--- config.mk ---
export PLATFORM = sky130hd
export DESIGN_NAME = avf_occupancy_monitor
export DESIGN_NICKNAME = d
export VERILOG_FILES = /design/src/rtl/avf_occupancy_monitor.sv
export SDC_FILE = /design/constraint.sdc
export NUM_CORES = 1
export LEC_CHECK = 0
export CAP_MARGIN = 5
export CORE_MARGIN = 4
export CORE_UTILIZATION = 25
export DETAILED_ROUTE_END_ITERATION = 6
export GPL_ROUTABILITY_DRIVEN = 0
export HOLD_SLACK_MARGIN = 0.03
export SLEW_MARGIN = 5
export SYNTH_ARGS = -nofsm -noshare
export SYNTH_HDL_FRONTEND = slang
export SYNTH_SLANG_ARGS = --single-unit
--- constraint.sdc ---
create_clock -name clk -period 27.4 [get_ports clk]
set_clock_uncertainty 0.05 [all_clocks]
set_input_delay 5.48 -clock clk [delete_from_list [all_inputs] [get_ports clk]]
set_output_delay 5.48 -clock clk [all_outputs]
set_load 0.05 [all_outputs]
--- src/rtl/avf_occupancy_monitor.sv ---
// Live vulnerable-bit occupancy tracker with windowed ACE-bit-cycle integration and a hysteretic flag.
// Optional peak tracker is enabled by defining AVF_MON_PEAK_EN.
module avf_occupancy_monitor #(
   parameter int ALLOC_PORTS   = 4,
   parameter int DEALLOC_PORTS = 4,
   parameter int VBIT_W        = 8,
   parameter int RES_W         = 16,
   parameter int ACC_W         = 32,
   parameter int WIN_LOG2      = 10
) (
   input  logic                             clk,
   input  logic                             reset,
   input  logic                             enable_i,
   input  logic [ALLOC_PORTS-1:0]           alloc_valid_i,
   input  logic [ALLOC_PORTS*VBIT_W-1:0]    alloc_vbit_i,
   input  logic [DEALLOC_PORTS-1:0]         dealloc_valid_i,
   input  logic [DEALLOC_PORTS*VBIT_W-1:0]  dealloc_vbit_i,
   input  logic                             flush_i,
   input  logic [ACC_W-1:0]                 thresh_hi_i,
   input  logic [ACC_W-1:0]                 thresh_lo_i,
   output logic [RES_W-1:0]                 resident_o,
   output logic [ACC_W-1:0]                 window_acc_o,
   output logic                             window_valid_o,
   output logic                             high_vuln_o,
   output logic                             underflow_o,
`ifdef AVF_MON_PEAK_EN
   output logic [RES_W-1:0]                 peak_o,
`endif
   output logic                             dbg_state_o
);

   localparam int SUM_W = RES_W + 4;

   typedef enum logic {IDLE = 1'b0, RUN = 1'b1} state_t;

   state_t                   state, state_nx;
   logic [WIN_LOG2-1:0]      cnt;
   logic [ACC_W-1:0]         acc;
   logic signed [SUM_W-1:0]  res_sum;
   logic [RES_W-1:0]         res_nx;
   logic                     uf_set;
   logic [ACC_W:0]           acc_sum;
   logic [ACC_W-1:0]         acc_sat;
   logic                     run_cycle;
   logic                     win_close;
   logic                     flag_nx;

   assign dbg_state_o = (state == RUN);
   assign run_cycle   = (state == RUN) && enable_i;
   assign win_close   = run_cycle && (cnt == {WIN_LOG2{1'b1}});

   // Signed net change at RES_W+4 bits so both saturation and underflow are visible.
   always_comb begin
      res_sum = $signed({4'b0000, resident_o});
      for (int p = 0; p < ALLOC_PORTS; p++) begin
         if (alloc_valid_i[p])
            res_sum = res_sum + $signed({{(SUM_W-VBIT_W){1'b0}}, alloc_vbit_i[p*VBIT_W +: VBIT_W]});
      end
      for (int p = 0; p < DEALLOC_PORTS; p++) begin
         if (dealloc_valid_i[p])
            res_sum = res_sum - $signed({{(SUM_W-VBIT_W){1'b0}}, dealloc_vbit_i[p*VBIT_W +: VBIT_W]});
      end
   end

   always_comb begin
      res_nx = res_sum[RES_W-1:0];
      uf_set = 1'b0;
      if (flush_i) begin
         res_nx = '0;
      end else if (res_sum < 0) begin
         res_nx = '0;
         uf_set = 1'b1;
      end else if (res_sum > $signed({4'b0000, {RES_W{1'b1}}})) begin
         res_nx = {RES_W{1'b1}};
      end
   end

   always_comb begin
      acc_sum = {1'b0, acc} + {{(ACC_W-RES_W+1){1'b0}}, resident_o};
      acc_sat = acc_sum[ACC_W] ? {ACC_W{1'b1}} : acc_sum[ACC_W-1:0];
   end

   // Set wins over clear when the thresholds are inverted.
   always_comb begin
      flag_nx = high_vuln_o;
      if (acc_sat > thresh_hi_i)
         flag_nx = 1'b1;
      else if (acc_sat < thresh_lo_i)
         flag_nx = 1'b0;
   end

   always_comb begin
      state_nx = state;
      case (state)
         IDLE:    if (enable_i)  state_nx = RUN;
         RUN:     if (!enable_i) state_nx = IDLE;
         default: state_nx = IDLE;
      endcase
   end

   always_ff @(posedge clk) begin
      if (reset) begin
         state          <= IDLE;
         cnt            <= '0;
         acc            <= '0;
         resident_o     <= '0;
         window_acc_o   <= '0;
         window_valid_o <= 1'b0;
         high_vuln_o    <= 1'b0;
         underflow_o    <= 1'b0;
      end else begin
         state          <= state_nx;
         resident_o     <= res_nx;
         window_valid_o <= win_close;
         if (uf_set)
            underflow_o <= 1'b1;
         if (!run_cycle) begin
            cnt <= '0;
            acc <= '0;
         end else if (win_close) begin
            window_acc_o <= acc_sat;
            high_vuln_o  <= flag_nx;
            cnt          <= '0;
            acc          <= '0;
         end else begin
            cnt <= cnt + 1'b1;
            acc <= acc_sat;
         end
      end
   end

`ifdef AVF_MON_PEAK_EN
   logic [RES_W-1:0] peak_trk;
   logic [RES_W-1:0] peak_max;

   assign peak_max = (resident_o > peak_trk) ? resident_o : peak_trk;

   // The tracker restarts from the value that will be the next window's first sample.
   always_ff @(posedge clk) begin
      if (reset) begin
         peak_trk <= '0;
         peak_o   <= '0;
      end else if (!run_cycle) begin
         peak_trk <= res_nx;
      end else if (win_close) begin
         peak_o   <= peak_max;
         peak_trk <= res_nx;
      end else begin
         peak_trk <= peak_max;
      end
   end
`endif

endmodule

=== Word level (Yosys, flattened, before mapping) ===
Index checks and enable logic that the tools add are counted.

* Order comparisons: 4
* Add/sub/neg operators: 10
* Equal/unequal tests: 1
* Mux-type cells: 15
* Reduce and logical (&&, ||, !) cells: 7
* Bitwise operators: 1

{| class="wikitable"
|+ Operators with widths
! operator !! count
|-
| 2-to-1 mux 20 bit || 8
|-
| subtractor 20 x 9 -> 20 bit || 4
|-
| adder 20 x 9 -> 20 bit || 3
|-
| adder 32 x 16 -> 33 bit || 1
|-
| greater-than comparator 32 bit || 1
|-
| < comparator 32 bit || 1
|-
| 2-to-1 mux 32 bit || 1
|-
| greater-than comparator 20 x 17 -> 1 bit (second input constant) || 1
|-
| < comparator 20 x 1 -> 1 bit (second input constant) || 1
|-
| adder 16 x 8 -> 17 bit || 1
|-
| 2-to-1 mux 16 bit || 1
|-
| adder 10 x 1 -> 10 bit (second input constant) || 1
|-
| equality test 10 bit (second input constant) || 1
|-
| OR reduction 3 bit || 2
|-
| 2-to-1 mux 1 bit || 5
|-
| AND reduction 3 bit || 1
|-
| logical AND 1 bit || 2
|-
| AND reduction 2 bit || 1
|-
| nonzero test 2 bit || 1
|-
| NOT 1 bit || 1
|}

* Input port bits: 140
* Word-level logic and storage cells: 46
* Bits in registers: 94

=== Longest topological paths before layout ===
* Depth in word-level cells: 19
* Mapped depth: 47
* Mapped depth without buffers: 46

=== Least setup slack after synthesis ===
No wires, ideal clock.

* Path kind: in2reg
* Start: input port alloc_vbit_i[0]
* End: register resident_o[2]
* Library setup time: 120 ps
* Path slack: 13583 ps
* Cell stages on the path: 45
* Data required time: 27230 ps
* Arrival time: 13647 ps
* Cells stage by stage: ha_1 > inv_1 > fa_1 > xnor2_1 > mux2_2 > ha_1 > nand2_1 > o21ai_0 > o21ai_0 > o21a_1 > ha_1 > and2_1 > a22o_1 > o21ai_0 > o21a_1 > ha_1 > a211o_1 > a22o_1 > [... 9 more ...] > inv_1 > a21oi_1 > nand3b_1 > o21ai_0 > ha_1 > and2_1 > o21ai_0 > nand2b_1 > a21o_1 > a21o_1 > nand2_1 > and3_1 > nand2_1 > nor4_1 > a21oi_1 > o31ai_2 > buf_4 > a21oi_2

* Word-level cells in the longest chain between the ends: 18
* Elaborated cells between the ends (all ways): 20

{| class="wikitable"
|+ Ends and longest elaborated chain
! element !! line !! text
|-
| from (decl) || 15 || <nowiki>input logic [ALLOC_PORTS*VBIT_W-1:0] alloc_vbit_i,</nowiki>
|-
| adder 16 x 8 -> 17 bit * || 57 || <nowiki>res_sum = res_sum + $signed({{(SUM_W-VBIT_W){1'b0}}, alloc_vbit_i[p*VBIT_W +: VBIT_W]});</nowiki>
|-
| 2-to-1 mux 20 bit * || 56 || <nowiki>if (alloc_valid_i[p])</nowiki>
|-
| adder 20 x 9 -> 20 bit || 57 ||
|-
| 2-to-1 mux 20 bit * || 56 ||
|-
| adder 20 x 9 -> 20 bit || 57 ||
|-
| 2-to-1 mux 20 bit * || 56 ||
|-
| adder 20 x 9 -> 20 bit || 57 ||
|-
| 2-to-1 mux 20 bit * || 56 ||
|-
| [... 2 more ...] || - ||
|-
| subtractor 20 x 9 -> 20 bit || 61 || <nowiki>res_sum = res_sum - $signed({{(SUM_W-VBIT_W){1'b0}}, dealloc_vbit_i[p*VBIT_W +: VBIT_W]});</nowiki>
|-
| 2-to-1 mux 20 bit * || 60 || <nowiki>if (dealloc_valid_i[p])</nowiki>
|-
| subtractor 20 x 9 -> 20 bit || 61 ||
|-
| 2-to-1 mux 20 bit * || 60 ||
|-
| subtractor 20 x 9 -> 20 bit || 61 ||
|-
| 2-to-1 mux 20 bit * || 60 ||
|-
| < comparator 20 x 1 -> 1 bit / greater-than comparator 20 x 17 -> 1 bit (equally long branches) || 70, 73 ||
|-
| OR reduction 3 bit (no line) / 2-to-1 mux 16 bit (equally long branches) || - ||
|-
| to (signal assigned) || 113 || <nowiki>resident_o <= res_nx;</nowiki>
|-
| to (decl) || 21 || <nowiki>output logic [RES_W-1:0] resident_o,</nowiki>
|}

Mark *: on every way between the ends. The rest lies on a longest branch, timed or not.
A chain may end at the register's enable or synchronous reset.

=== Final worst setup path ===
* Start: input port alloc_vbit_i[0]
* End: register resident_o[10]

Same word-level chain as after synthesis.

==> impl_metrics.ini <==
[clock_tree]
root_buffer = clkbuf_16
cts_num_sinks = 94
cts_setup_buffers = 0
cts_buffers = 9
cts_max_level = 3
cts-resized-gates = 0
cts_hold_buf = 0
cts_buffer_depth = 2
clock_latency_ns = 0.35
cts_tree = done
clk_pin_slew_ns = 0.07

[cells_and_area]
final_layout_size_suffix_gt1_share_pct = 6.07
nets = 1886
syn_to_final_growth_pct = 26.0

[setup_path]
r2r_start = resident_o[0]
path_max_fanout = 16
setup.worst_path.start_class = primary input
required_ns = 27.54
r2r-end = resident_o[10]
criticalPathCategory = primary input to flop
worstPathArrival_ns = 15.22
slowest_delay_ns = 0.46
setup.worst_path.end_class = flop
critPathSlowestCell = clkdlybuf4s50_1
r2r_setup_slack_ns = 17.32
r2r_cells = 45

[routing]
route.met2.wl_mm = 14.4
routed_wl_mm = 31.9
wl_per_cell_microns = 14.6
wl_met1_mm = 15.5
topRoutingLayerUsed = met4
antenna_left = 0
vias = 10600
viasPerCell = 4.84
drcViolationCount = 0
wl_met3_mm = 1.30
drt_iter0_drc = 524
drt_first_pass_iters = 5

[timing]
rsz0062_at_grt = false
slew_headroom_pct = 32.3
whs_ns = 0.419
hold_viol = 0
final.setup.tns_ns = 0
setup_viol = 0
period_needed_ns = 15.08
fmax_mhz = 66.3
fin_crit_sh_pct = 55.0
slew_viol_final = 0
worstMarginPinSlew_ns = 1.02

[synthesis]
synthAdderAreaFrac_pct = 18.1
synth_seq_area_share_pct = 17.2
yosysTopAreaCellShare_pct = 17.2
synth_top_family_by_area = compound AO/OA/AOI/OAI gates
synthFlopType = dfxtp_1
synthArstFlopShare_pct = 0
synth-compound-area-share_pct = 25.1
yosys.area_share.simple_pct = 19.9
synthesis.area_sq_um = 10900
post_synth_num_cell_types = 96
synth_area_leaders = dfxtp_1, ha_1, xnor2_1, inv_1, nor2_1
synth_cells = 1421
synthMuxAreaShare_pct = 3.89
syn_avg_cell_area_sq_um = 7.69
synth_edf_count = 0
ys_ff_latch = 94
synth_nets = 1714
yosys.area.top_type = dfxtp_1
synthXorXnorAreaFrac_pct = 8.78
ys_warn_count = 0

[pwr]
power.density_nw_per_um2 = 95.8
power_leakage_nw = 5.90
peakVddDrop_uv = 75.1
total_power_mw = 1.32

[floorplanning]
die_w_microns = 217
io_pins = 192
initial_core_util_pct = 25.3
core-area_sq_um = 43200
die-area_sq_um = 47100
rows = 76
fp.dieH_microns = 217

[global_route]
grt_start_max_net_pins = 56
grt_overflow_total = 0
grt_pass1_vias = 10300
antenna_found_initial = 1
grt_first_pass_wirelength_mm = 51.5
track_usage_pct = 13.0

[hold_path]
holdCritPathClass = flop to flop
holdPathStages = 2
hp-start = window_acc_o[29]
hold_path_end = window_acc_o[29]

[placement]
dp_hpwl_mm = 26.4
io_buffer_count = 191

[job]
cap_violations = 0

[status]
status = finished, final reports clean
-- worst max path at each step --
stage | slack [ns] | cells after the start | startpoint | end
CTS | 12.45 | 46 | alloc_vbit_i[0] | resident_o[12]
detailed placement | 12.11 | 46 | alloc_vbit_i[0] | resident_o[10]
global placement | 12.45 | 44 | alloc_vbit_i[0] | resident_o[10]
floorplan | 13.58 | 45 | alloc_vbit_i[0] | resident_o[2]
global route | 11.57 | 46 | alloc_vbit_i[0] | resident_o[14]
finish | 12.32 | 46 | alloc_vbit_i[0] | resident_o[10]
-- cell usage after synthesis, types with 3 or more instances --
master     number
inv_1         162
nor2_1        147
ha_1          144
a21oi_1       102
dfxtp_1        94
o21ai_0        76
xnor2_1        74
nand2_1        70
a211oi_1       45
nand3_1        36
o21a_1         32
a21o_1         29
mux2_2         28
nand4_1        28
xor2_1         28
nor2b_1        26
nand2b_1       25
clkbuf_1       24
nor3_1         23
and3_1         18
a21oi_2        11
and2_1         11
mux2i_1        11
o21bai_1       10
fa_1            9
o211ai_1        9
a21boi_0        8
nor4_1          8
or3_1           7
a31oi_1         6
o211a_1         6
o31a_1          6
o22ai_1         5
or2_2           5
a311oi_1        4
buf_1           4
buf_2           4
o41ai_1         4
a211o_1         3
a22o_1          3
a22oi_1         3
and3b_1         3
o2111ai_1       3
or4_1           3
-- flip-flops by register name, summed over array words and instances (netlist names) --
register / flops
underflow_o: 1
cnt: 10
window_acc_o: 32
window_valid_o: 1
dbg_state_o: 1
high_vuln_o: 1
acc: 32
resident_o: 16
-- per-layer routing --
layer  vias up  GRT usage [%]
met5         -              0
met4         0           3.84
met3        33           1.48
met2       235           21.7
met1      4888           17.8
li1       5417              -
-- cell type report --
cell class	instances	area, sq um
clock inverter	5	63.8
inverter	162	608
clock buffer	11	253
antenna	1	2.50
tap	585	732
sequential	94	1880
fill	4647	29400
multi-input combinational	1130	8290
timing repair buffer	196	1950
-- placed cells by master, fill, tap and decap left out, types with 25 or more instances in the layout --
cell type | Yosys | final
dfxtp_1 | 94 | 94
nor2b_1 | 26 | 26
nand2b_1 | 25 | 25
a211oi_1 | 45 | 45
o21a_1 | 32 | 32
inv_1 | 162 | 162
clkdlybuf4s50_1 | 0 | 191
nand3_1 | 36 | 36
ha_1 | 144 | 144
xor2_1 | 28 | 28
nand2_1 | 70 | 70
a21oi_1 | 102 | 102
mux2_2 | 28 | 28
nor2_1 | 147 | 147
o21ai_0 | 76 | 76
nand4_1 | 28 | 28
a21o_1 | 29 | 29
xnor2_1 | 74 | 74
-- metrics by stage --
stage / utilization, % / instances / instance area [sq um] / worst slack [ns]
3_5_place_dp: 31.2 / 2167 / 13500 / 12.11
3_3_place_gp: 31.2 / 2167 / 13500 / 12.45
5_1_grt: 31.9 / 2183 / 13800 / 11.57
4_1_cts: 31.9 / 2183 / 13800 / 12.45
6_report: 31.9 / 2184 / 13800 / 12.32
2_1_floorplan: - / 1421 / 10900 / 13.58
-- cells by family after synthesis --
| group | Yosys count |
|---|---|
| muxes | 39 |
| DFF | 94 |
| and+or+nand+nor | 433 |
| xor gates and xnor gates | 105 |
| adders and majority gates | 153 |
| buffers and inverters | 197 |
| AOI/OAI and AO/OA | 400 |
-- worst max-delay path: cells and delay by family --
| kind | cells | cell delay [ns] |
|---|---|---|
| simple gates | 8 | 0.94 |
| xor+xnor | 3 | 0.64 |
| compound gates | 20 | 4.17 |
| mux | 2 | 0.57 |
| fa+ha+maj | 9 | 2.78 |
| buf+inv | 4 | 0.65 |
-- power breakdown --
part | internal, mW | switching [mW] | leakage, nW
sequential | 0.145 | 0.0147 | 0.760
combinational | 0.434 | 0.594 | 4.99
clock | 0.0766 | 0.0560 | 0.153
No activity file was read; power rests on OpenSTA's default activity.
==> variant (same flow settings) <==
Put one more register stage on the output `window_acc_o`, cleared by the reset. The value now appears one clock later. The other outputs are not delayed to match.
--- a/src/rtl/avf_occupancy_monitor.sv
+++ b/src/rtl/avf_occupancy_monitor.sv
@@ -32,6 +32,8 @@
    localparam int SUM_W = RES_W + 4;
 
    typedef enum logic {IDLE = 1'b0, RUN = 1'b1} state_t;
+
+   logic [ACC_W-1:0] window_acc_s0;
 
    state_t                   state, state_nx;
    logic [WIN_LOG2-1:0]      cnt;
@@ -104,7 +106,7 @@
          cnt            <= '0;
          acc            <= '0;
          resident_o     <= '0;
-         window_acc_o   <= '0;
+         window_acc_s0  <= '0;
          window_valid_o <= 1'b0;
          high_vuln_o    <= 1'b0;
          underflow_o    <= 1'b0;
@@ -118,7 +120,7 @@
             cnt <= '0;
             acc <= '0;
          end else if (win_close) begin
-            window_acc_o <= acc_sat;
+            window_acc_s0 <= acc_sat;
             high_vuln_o  <= flag_nx;
             cnt          <= '0;
             acc          <= '0;
@@ -151,5 +153,13 @@
    end
 `endif
 
+   always_ff @(posedge clk) begin
+      if (reset) begin
+         window_acc_o <= '0;
+      end else begin
+         window_acc_o <= window_acc_s0;
+      end
+   end
+
 endmodule
 
Check against the original RTL: not settled (the Yosys comparison gave no result); the edit may change what the design does.
==> variant against the original RTL <==
Wire length up 8.4%; combinational power up 7%; die area up 6.8%; sequential cell count up 32; worst setup slack worse by 0.30 ns; sequential power up 30%; final cell count up 4.4%; area after synthesis up 7.1%; first-iteration DRC count down 6.7%; final area up 7.7%; power up 16%; critical path depth unchanged; maximum frequency down 2.0%; critical endpoint is now resident_o[13]; largest cell class unchanged; highest routed layer unchanged.
==> variant: results (changes against the original RTL) <==
By area the synthesized netlist is led by sky130_fd_sc_hd__dfxtp_1, sky130_fd_sc_hd__ha_1, sky130_fd_sc_hd__inv_1, sky130_fd_sc_hd__xnor2_1, sky130_fd_sc_hd__nor2_1. The sequential-to-total area share from yosys stat came out at 0.215 (+0.0434). The count of plain and timing-repair buffers in the layout came to 194 (-1.0%). The number of vias in the routed layout came out at 10800 (+1.7%). In the final layout, the registers with the most flip-flops are acc x32, window_acc_o x32, window_acc_s0 x32.

The total nets after synthesis is 1778 (+3.7%). The maximum number of pins on one net before global-route repair came out at 61 (+8.9%). The net count of the finished layout is 1953 (+3.6%). Among all stages on the critical path, the largest delay is contributed by sky130_fd_sc_hd__xnor2_2. The number of global-route vias before repair is 10600 (+3.3%).

The initial core utilization is 0.252 (-0.00126). The data arrival time at the worst-slack endpoint came out at 15.58 ns (+0.36 ns). The non-clock buffer area fraction after layout is 0.130 (-0.0114).

The flip-flop and latch count after synthesis came out at 126 (+34%). The max-slew headroom at the worst pin was 0.310 (-0.0128). The proportion of synthesized area in mux cells is 0.0346 (-0.00428). The leakage component of the power came to 0.00648 µW (+9.9%). The mean routed wirelength per cell is 15.2 µm (+3.8%). The flow ran to the end, and the final reports show no timing, DRC or antenna violations. The detailed-placement wirelength estimate was 28.7 mm (+8.8%). The fraction of synthesized cell area in xor and xnor cells came out at 0.0896 (+0.00179). The fraction of area in clock buffers and inverters is 0.0397 (+0.0168).

The number of H-tree branching levels is 4 (+1). The worst-skew pair later-pin latency came out at 0.42 ns (+0.07 ns). The number of filler instances in the final layout came out at 4902 (+5.5%).

The synthesized-area fraction occupied by adder cells is 0.170 (-0.0110). The clock buffer instance count of the final layout is 18 (+7). The delay of the slowest cell on the worst path is 0.73 ns (+0.27 ns). The multi-input gate count is 1151 (+1.9%). The total instance count after detailed placement is 2248 (+3.7%).
[variant: cell types whose count changed in the layout (fill, tap and decap cells not counted), sizes merged, moves of 6 or more]
cell	unedited run	this run
o21a	32	24
clkbuf	11	18
a2bb2oi	0	10
xor2	28	34
nor2	147	166
nand3	37	27
a211oi	46	40
a21oi	115	108
and3	20	14
dfxtp	94	126
nor2b	27	62
inv	164	176
[variant: per-stage QoR]
stage / utilization / hold WS [ns] / area [µm²] / setup slack (ns) / total power (µW)
finish: 0.319 / 0.408 / 14800 / 12.02 / 1530
CTS: 0.319 / 0.414 / 14800 / 12.03 / 1540
global placement: 0.307 / 0.394 / 14200 / 12.03 / 1280
detailed placement: 0.307 / 0.403 / 14200 / 11.65 / 1300
global route: 0.319 / 0.422 / 14800 / 11.02 / 1670
floorplan: - / 0.376 / 11700 / 13.56 / 1070
[variant: routing by layer]
layer / vias to the layer above / track usage / wire (µm)
met5: - / 0 / 0
met4: 0 / 0.0322 / 587
met3: 28 / 0.0163 / 1140
met2: 195 / 0.229 / 16300
met1: 4958 / 0.178 / 16600
li1: 5573 / - / -
[variant: worst paths after layout]
kind / start / endpoint / slack (ns) / cells past startpoint
hold reg to reg: window_acc_s0[0] / window_acc_o[0] / 0.41 / 1
hold / removal: window_acc_s0[0] / window_acc_o[0] / 0.41 / 1
setup / recovery: alloc_vbit_i[0] / resident_o[13] / 12.02 / 46
setup reg to reg: resident_o[0] / resident_o[13] / 17.03 / 45
[variant: power by group]
group	switching, µW	total [µW]	internal, µW	leakage [µW]
logic	643	1100	461	0.00518
registers	14.9	207	192	0.00102
clock network	92.8	224	131	0.000288
[variant: cell families (layout without fill, tap and decap cells)]
kind of cell,Yosys count,count (layout)
compound gates,394,394
xor+xnor,110,110
fa+ha+maj,154,154
buf+inv,208,396
flops,126,126
mux,37,37
simple gates,456,456
